[src/rtl/alu_share_arbiter_pkg.sv]
// alu_share_arbiter_pkg: shared width, opcode and FSM state constants for the ALU share arbiter
package alu_share_arbiter_pkg;
    localparam int WIDTH = 8;
    localparam logic [2:0] OP_ZERO = 3'b000;
    localparam logic [2:0] OP_AND  = 3'b001;
    localparam logic [2:0] OP_OR   = 3'b010;
    localparam logic [2:0] OP_XOR  = 3'b011;
    localparam logic [2:0] OP_NOT  = 3'b100;
    localparam logic [2:0] OP_SUB  = 3'b101;
    localparam logic [2:0] OP_ADD  = 3'b110;
    localparam logic [2:0] OP_ONES = 3'b111;
    localparam logic [1:0] ST_IDLE = 2'd0;
    localparam logic [1:0] ST_EXEC = 2'd1;
    localparam logic [1:0] ST_DONE = 2'd2;
endpackage

[src/rtl/alu_share_arbiter_alu8_core.sv]
// alu8_core: combinational 8-bit ALU with carry/borrow out
module alu8_core
    import alu_share_arbiter_pkg::*;
(
    input  logic [WIDTH-1:0] a,
    input  logic [WIDTH-1:0] b,
    input  logic [2:0]       sel,
    output logic [WIDTH-1:0] y,
    output logic             cout
);
    logic [WIDTH:0] sum;
    logic [WIDTH:0] dif;
    always_comb begin
        sum  = {1'b0, a} + {1'b0, b};
        dif  = {1'b0, a} - {1'b0, b};
        y    = sel == OP_ZERO ? '0 :
               sel == OP_AND  ? a & b :
               sel == OP_OR   ? a | b :
               sel == OP_XOR  ? a ^ b :
               sel == OP_NOT  ? ~a :
               sel == OP_SUB  ? dif[WIDTH-1:0] :
               sel == OP_ADD  ? sum[WIDTH-1:0] : '1;
        // the ninth bit of the subtraction is set exactly when a < b
        cout = sel == OP_SUB ? dif[WIDTH] : sel == OP_ADD ? sum[WIDTH] : 1'b0;
    end
endmodule

[src/rtl/alu_share_arbiter.sv]
// alu_share_arbiter: round-robin arbiter and sequencer sharing one ALU between two requesters
module alu_share_arbiter
    import alu_share_arbiter_pkg::*;
(
    input  logic             clk,
    input  logic             reset,
    input  logic             req0,
    input  logic             req1,
    input  logic [WIDTH-1:0] a0,
    input  logic [WIDTH-1:0] b0,
    input  logic [WIDTH-1:0] a1,
    input  logic [WIDTH-1:0] b1,
    input  logic [2:0]       sel0,
    input  logic [2:0]       sel1,
    output logic             gnt0,
    output logic             gnt1,
    output logic             done0,
    output logic             done1,
    output logic [WIDTH-1:0] y,
    output logic             cout,
    output logic             zero,
    output logic             busy
);
    logic [1:0]       state;
    logic             ptr;
    logic             owner;
    logic [WIDTH-1:0] opa;
    logic [WIDTH-1:0] opb;
    logic [2:0]       opsel;
    logic [WIDTH-1:0] alu_y;
    logic             alu_cout;
    logic             go;
    logic             win;
    alu8_core u_alu (.a(opa), .b(opb), .sel(opsel), .y(alu_y), .cout(alu_cout));
    always_comb begin
        go   = state == ST_IDLE && !reset && (req0 || req1);
        win  = req1 && (!req0 || ptr);
        gnt0 = go && !win;
        gnt1 = go && win;
        busy = state != ST_IDLE;
    end
    always_ff @(posedge clk) begin
        if (reset) begin
            state <= ST_IDLE;
            ptr   <= 1'b0;
            owner <= 1'b0;
            opa   <= '0;
            opb   <= '0;
            opsel <= OP_ZERO;
            y     <= '0;
            cout  <= 1'b0;
            zero  <= 1'b1;
            done0 <= 1'b0;
            done1 <= 1'b0;
        end else begin
            done0 <= 1'b0;
            done1 <= 1'b0;
            case (state)
                ST_IDLE: if (go) begin
                    opa   <= win ? a1 : a0;
                    opb   <= win ? b1 : b0;
                    opsel <= win ? sel1 : sel0;
                    owner <= win;
                    ptr   <= !win;
                    state <= ST_EXEC;
                end
                ST_EXEC: begin
                    y     <= alu_y;
                    cout  <= alu_cout;
                    zero  <= alu_y == '0;
                    done0 <= !owner;
                    done1 <= owner;
                    state <= ST_DONE;
                end
                default: state <= ST_IDLE;
            endcase
        end
    end
endmodule
[config.mk]
export PLATFORM = sky130hd
export DESIGN_NAME = alu_share_arbiter
export DESIGN_NICKNAME = d
export VERILOG_FILES = /design/src/rtl/alu_share_arbiter_pkg.sv /design/src/rtl/alu_share_arbiter_alu8_core.sv /design/src/rtl/alu_share_arbiter.sv
export SDC_FILE = /design/constraint.sdc
export NUM_CORES = 1
export LEC_CHECK = 0
export BUFFER_PORTS_ARGS = -buffer_cell sky130_fd_sc_hd__buf_2
export CAP_MARGIN = 5
export CORE_UTILIZATION = 56
export CTS_CLUSTER_DIAMETER = 150
export DETAILED_ROUTE_END_ITERATION = 8
export GPL_TIMING_DRIVEN = 0
export PLACE_DENSITY_LB_ADDON = 0.2
export SLEW_MARGIN = 5
export SYNTH_ARGS = -nofsm -noshare
export SYNTH_HDL_FRONTEND = slang
export SYNTH_SLANG_ARGS = --single-unit
[constraint.sdc]
create_clock -name clk -period 3.03 [get_ports clk]
set_clock_uncertainty 0.15 [all_clocks]
set_input_delay 0.1515 -clock clk [delete_from_list [all_inputs] [get_ports clk]]
set_output_delay 0.1515 -clock clk [all_outputs]
set_load 0.01 [all_outputs]
After elaboration in Yosys (flattened, before gate mapping)
Index checks and enable logic that the tools add are counted.
- register bits: 35
- bits of input ports: 42
- logic and storage cells: 57
- add/sub/neg operators: 2
- equality and inequality tests: 8
- mux-type cells: 14
- bitwise operators: 5
- reductions and logical operators: 17
- operators with widths (kind ; number):
    $mux W8 ; 9
    $add A8 B8 Y9 ; 1
    $eq A3 B3 Y1 const B ; 3
    $sub A8 B8 Y9 ; 1
    $and A8 B8 Y8 ; 1
    $logic_not A8 Y1 ; 1
    $not A8 Y8 ; 1
    $or A8 B8 Y8 ; 1
    $xor A8 B8 Y8 ; 1
    $eq A3 B2 Y1 const B ; 2
    $logic_and A1 B1 Y1 ; 5
    $logic_not A1 Y1 ; 4
    $pmux W2 S2 ; 1
    $eq A3 B1 Y1 const B ; 1
    $logic_not A3 Y1 ; 1
    $mux W3 ; 1
    $eq A2 B1 Y1 const B ; 1
    $logic_not A2 Y1 ; 1
    $logic_or A1 B1 Y1 ; 2
    $mux W1 ; 2
    $mux W2 ; 1
    $ne A2 B2 Y1 const B ; 1
    $reduce_and A2 Y1 ; 1
    $reduce_bool A2 Y1 ; 1
    2 further kinds ; 2

Depth between registers and ports, before layout
- depth in word-level cells: 9
- mapped depth: 11
- gate-level depth less buffers: 11

Modules after synthesis
Synthesis repeated with hierarchy kept, for this count alone.
- cells, all modules: 391
- area, all modules: 3049.2 µm²
- by module, submodules not included (module ; times used ; cells each ; area an instance (µm²)):
    alu_share_arbiter ; 1 ; 184 ; 1646.6
    alu8_core ; 1 ; 207 ; 1402.6

Least setup slack after synthesis
No wires, ideal clock.
- kind: register to register
- start: register opa[1]
- end: register zero
- setup time: 84 ps
- arrival time: 2285 ps
- data required time: 2796 ps
- setup slack: 510 ps
- cell stages (with the launch flop): 10
- buffers on the path: 0
- period minus slack after synthesis: 2520 ps
- cell sequence: dfxtp_1 > inv_1 > ha_1 > o21bai_1 > a21oi_2 > o21bai_1 > nor4b_1 > or4_1 > a211o_1 > o31ai_2
- word-level cells in the longest chain between the ends: 9
- elaborated cells between the ends (all ways): 14
- those cells by class: add/sub: 2; mux: 7; bitwise: 4; reduce/logical: 1
- ends and longest elaborated chain (element ; line ; text):
    start: declaration ; alu_share_arbiter.sv:27 ; logic [WIDTH-1:0] opa;
    start signal: assignment ; alu_share_arbiter.sv:60 ; opa <= win ? a1 : a0;
    $add A8 B8 Y9 ; alu_share_arbiter_alu8_core.sv:14 ; sum = {1'b0, a} + {1'b0, b};
    $mux W8 ; alu_share_arbiter_alu8_core.sv:22 ; sel == OP_ADD ? sum[WIDTH-1:0] : '1;
    $mux W8 ; alu_share_arbiter_alu8_core.sv:21 ; sel == OP_SUB ? dif[WIDTH-1:0] :
    $mux W8 ; alu_share_arbiter_alu8_core.sv:20 ; sel == OP_NOT ? ~a :
    $mux W8 ; alu_share_arbiter_alu8_core.sv:19 ; sel == OP_XOR ? a ^ b :
    $mux W8 ; alu_share_arbiter_alu8_core.sv:18 ; sel == OP_OR ? a | b :
    $mux W8 * ; alu_share_arbiter_alu8_core.sv:17 ; sel == OP_AND ? a & b :
    $mux W8 * ; alu_share_arbiter_alu8_core.sv:16 ; y = sel == OP_ZERO ? '0 :
    $logic_not A8 Y1 * ; alu_share_arbiter.sv:70 ; zero <= alu_y == '0;
    end signal: assignment ; alu_share_arbiter.sv:52 ; zero <= 1'b1;
    end signal: assignment ; alu_share_arbiter.sv:70 ;
    end: declaration ; alu_share_arbiter.sv:21 ; output logic zero,
Mark *: on every way between the ends. The rest lies on a longest branch, timed or not.
A chain may end at the register's enable or synchronous reset.

Worst setup path after layout
- start: register opa[4]
- end: register zero
Same word-level chain as after synthesis.

==> impl_results.md <==
- Largest cells by area after synthesis: sky130_fd_sc_hd__dfxtp_1, sky130_fd_sc_hd__ha_1, sky130_fd_sc_hd__a211oi_1
- Antenna Violating Nets Remaining: 0
- Fmax: 0.3498 GHz
- LEAKAGE: 1.448 nW
- Max-slew headroom at the worst pin: 0.5545
- Crit path arrival time: 2.92 ns
- Number of rows created at floorplan: 25
- Synth warn: 0
- Number of buffers created by CTS: 5
- Number of global-route vias before repair: 2,536
- Layout area overhead: 16.25%
- Vertical die dimension: 72.16 um
- Share of layout cells above drive strength 1: 0.1842
- RSZ-0062 raised after global routing: false
- Logic gate share of total power: 0.427
- Most frequent cells after synthesis: sky130_fd_sc_hd__nor2_1, sky130_fd_sc_hd__dfxtp_1, sky130_fd_sc_hd__a211oi_1
- Max-cap violation count: 0
- Total number of vias: 2,769
- Class of the most critical setup path: register to register
- Filler cell count: 406
- Clock Root Buffer: sky130_fd_sc_hd__clkbuf_8
- Internal power: 0.9315 mW
- Post-Syn Nets: 426
- Pre-CTS worst setup slack: 0.2045 ns
- Worst Hold Path EP: opb[6]$_SDFFE_PP0P_
- Number of enable-type register cells in the synthesized netlist: 0
- Buffers on Ports: 55
- Post-Synthesis Mean Instance Area: 7.764 um^2
- First-pass GRT wire length: 11,590 um
- Overflow after GRT: 0
- Per-cell routed wire length: 14.89 um
- Half-perimeter wire length of the detailed placement result: 5668 um
- Area enclosed by the die boundary: 5206 um^2
- Number of placed I/O pins: 57
- Clock network fraction of total power: 0.217
- Kind of start point of the critical path: register
- Post-layout instance count excluding filler cells: 485
- Switching share of power: 0.4021
- Initial drt markers: 210
- Launch instance of the worst min-delay path: b1[6]
- P_sw: 0.6265 mW
- Post-route setup TNS: 0 ns
- Power per Cell Area: 486.2 nW/um^2
- Setup slack of the worst register-to-register path: 0.17 ns
- Sequential group share of total power: 0.356
- Most common cell in the synthesized netlist: sky130_fd_sc_hd__nor2_1
- # DRC: 0
- Run status: completed
- Detail-routed via count per cell: 5.709
- Clock tree from TritonCTS: done
- Crit end category: register
- Count of TritonRoute iterations in the first routing pass: 5
- Endpoint of the worst register-to-register path: zero$_SDFFE_PP1N_
- CTS H-tree lvls: 2
- Post-layout min period: 2.858 ns
- Die X: 72.16 um
- Share of the cycle needed by the critical path after routing: 0.9434
- Number of antenna violations at the first check in global routing: 0
- Class of the most critical hold timing path: input port to register
- Worst reg2reg path depth: 10
- Count of inserted antenna diode cells: 0
- Final weighted congestion in routability-driven placement: 0.9507
- Number of hold buffers added after cts: 0
- Clock sinks: 35
- Final-report max-slew violation count: 0
- Sum of routed wire length over all layers: 7221 um
- Number of nets in the layout: 488
- Sequential share of the synthesized area: 0.2542
- Critical path peak fanout: 10
- Number of cells in the design after placement: 477
- Post-cts repair resize count: 0
- Footprint of the multi-input gates: 1859 um^2
- Final setup violation count: 0
- Most used flip-flop cell after synthesis: sky130_fd_sc_hd__dfxtp_1
- Async set or reset register ratio after synthesis: 0
- Final worst-path setup slack: 0.1716 ns
- Worst flop-to-flop path startpoint: opa[4]$_SDFFE_PP0P_
- Overall fraction of global-route tracks in use: 0.2879
- Final Hold Fails: 0
- Netlist cell types: 57
- Pin count of the biggest net entering global routing: 13
- Core area: 4723 um^2
- Synth area leader: sky130_fd_sc_hd__dfxtp_1
- Hold Path Cell Cnt: 3
- Required @ worst endpoint: 3.10 ns
- Flip-flop and latch count after synthesis: 35
- Yosys top cell area share: 0.2542
- Effective utilization at floorplan: 0.5836
- Post-synth design cell area: 2756 um^2
- Peak VDD IR: 0.3207 mV
- Clock Tree Buf Depth: 2
- Clock Latency Late Sink: 0.29 ns
- Tightest Pin Transition: 0.6683 ns
- Post-CTS Repair Setup Buffers: 0
- Reg clk slew, reported paths: 0.08 ns
- Storage element area: 700.7 um^2
- Number of cells produced by synthesis: 355
-- area by class of cell --
cell class | instances | area share
Tap cell | 67 | 0.02616
Buffer | 24 | 0.02968
Sequential cell | 35 | 0.2187
Multi-Input combinational cell | 269 | 0.5802
Clock buffer | 5 | 0.02148
Timing Repair Buffer | 55 | 0.08590
Inverter | 27 | 0.03163
Clock inverter | 3 | 0.006248
-- power by group through the flow --
| stage | logic (mW) | registers (mW) | clock network (mW) |
|---|---|---|---|
| after global routing | 0.740 | 0.562 | 0.358 |
| after detailed placement | 0.651 | 0.564 | 0 |
| after CTS | 0.654 | 0.554 | 0.349 |
| after global placement | 0.639 | 0.561 | 0 |
| after floorplan | 0.474 | 0.559 | 0 |
| final | 0.665 | 0.555 | 0.338 |
-- sequential cells by signal, indices dropped and copies added (netlist names) --
name,count
y,8
state,2
zero,1
ptr,1
opa,8
cout,1
owner,1
opb,8
done1,1
done0,1
opsel,3
-- stage by stage --
| step | hold slack [ns] | power (mW) | instance area, um^2 | util |
|---|---|---|---|---|
| 2_1_floorplan | 0.2355 | 1.032 | 2756 | - |
| 3_3_place_gp | 0.2928 | 1.201 | 3115 | 0.6596 |
| 3_5_place_dp | 0.3043 | 1.216 | 3115 | 0.6596 |
| 4_1_cts | 0.03838 | 1.557 | 3204 | 0.6784 |
| 5_1_grt | 0.07206 | 1.660 | 3204 | 0.6784 |
| 6_report | 0.04826 | 1.558 | 3204 | 0.6784 |
-- cell usage in the layout, fill, tap and decap left out, drive strengths merged, types with 8 or more instances in the layout --
master  Yosys  layout
nor2       57      57
dfxtp      35      35
a211oi     30      30
o21ai      16      16
buf         7      62
inv        26      26
nor3        8       8
nand2      16      16
nand2b      8       8
mux2i      20      20
ha         27      27
a21oi      21      21
clkbuf     17      22
-- cells by family (layout without fill, tap and decap cells) --
kind of cell,Yosys count,count (layout),share of synthesized area
DFF,35,35,0.2542
and+or+nand+nor,111,111,0.1852
AOI/OAI and AO/OA,105,105,0.2669
buffers and inverters,51,114,0.07126
adders and majority gates,29,29,0.1371
muxes,20,20,0.07263
xor gates and xnor gates,4,4,0.01271
-- worst max path at each step --
stage | startpoint | to | depth (start not counted) | slack (ns)
final | opa[4]$_SDFFE_PP0P_ | zero$_SDFFE_PP1N_ | 10 | 0.17
after global routing | opa[1]$_SDFFE_PP0P_ | zero$_SDFFE_PP1N_ | 9 | 0.02
after CTS | opa[1]$_SDFFE_PP0P_ | zero$_SDFFE_PP1N_ | 9 | 0.19
after detailed placement | opa[1]$_SDFFE_PP0P_ | zero$_SDFFE_PP1N_ | 9 | 0.20
after global placement | opa[1]$_SDFFE_PP0P_ | zero$_SDFFE_PP1N_ | 9 | 0.25
after floorplan | opa[1]$_SDFFE_PP0P_ | zero$_SDFFE_PP1N_ | 9 | 0.51
-- worst max-delay path, stage by stage (launching register included) --
cell and delay (ns):
sky130_fd_sc_hd__dfxtp_1 0.45, sky130_fd_sc_hd__inv_1 0.07, sky130_fd_sc_hd__ha_1 0.32, sky130_fd_sc_hd__buf_2 0.19, sky130_fd_sc_hd__or2_2 0.30, sky130_fd_sc_hd__a211oi_1 0.44
sky130_fd_sc_hd__nor3_1 0.11, sky130_fd_sc_hd__o31ai_1 0.26, sky130_fd_sc_hd__a32o_1 0.22, sky130_fd_sc_hd__nand3_1 0.10, sky130_fd_sc_hd__o31ai_2 0.18
-- per-layer routing --
layer	track usage	share of wire	up-vias	routed length, um
met5	0	0	-	0
met4	0.1307	0.035	0	250
met3	0.04583	0.068	26	493
met2	0.4725	0.45	121	3273
met1	0.3719	0.44	1244	3205
li1	-	-	1378	-
Note: power is estimated with default switching activity, not from simulation.
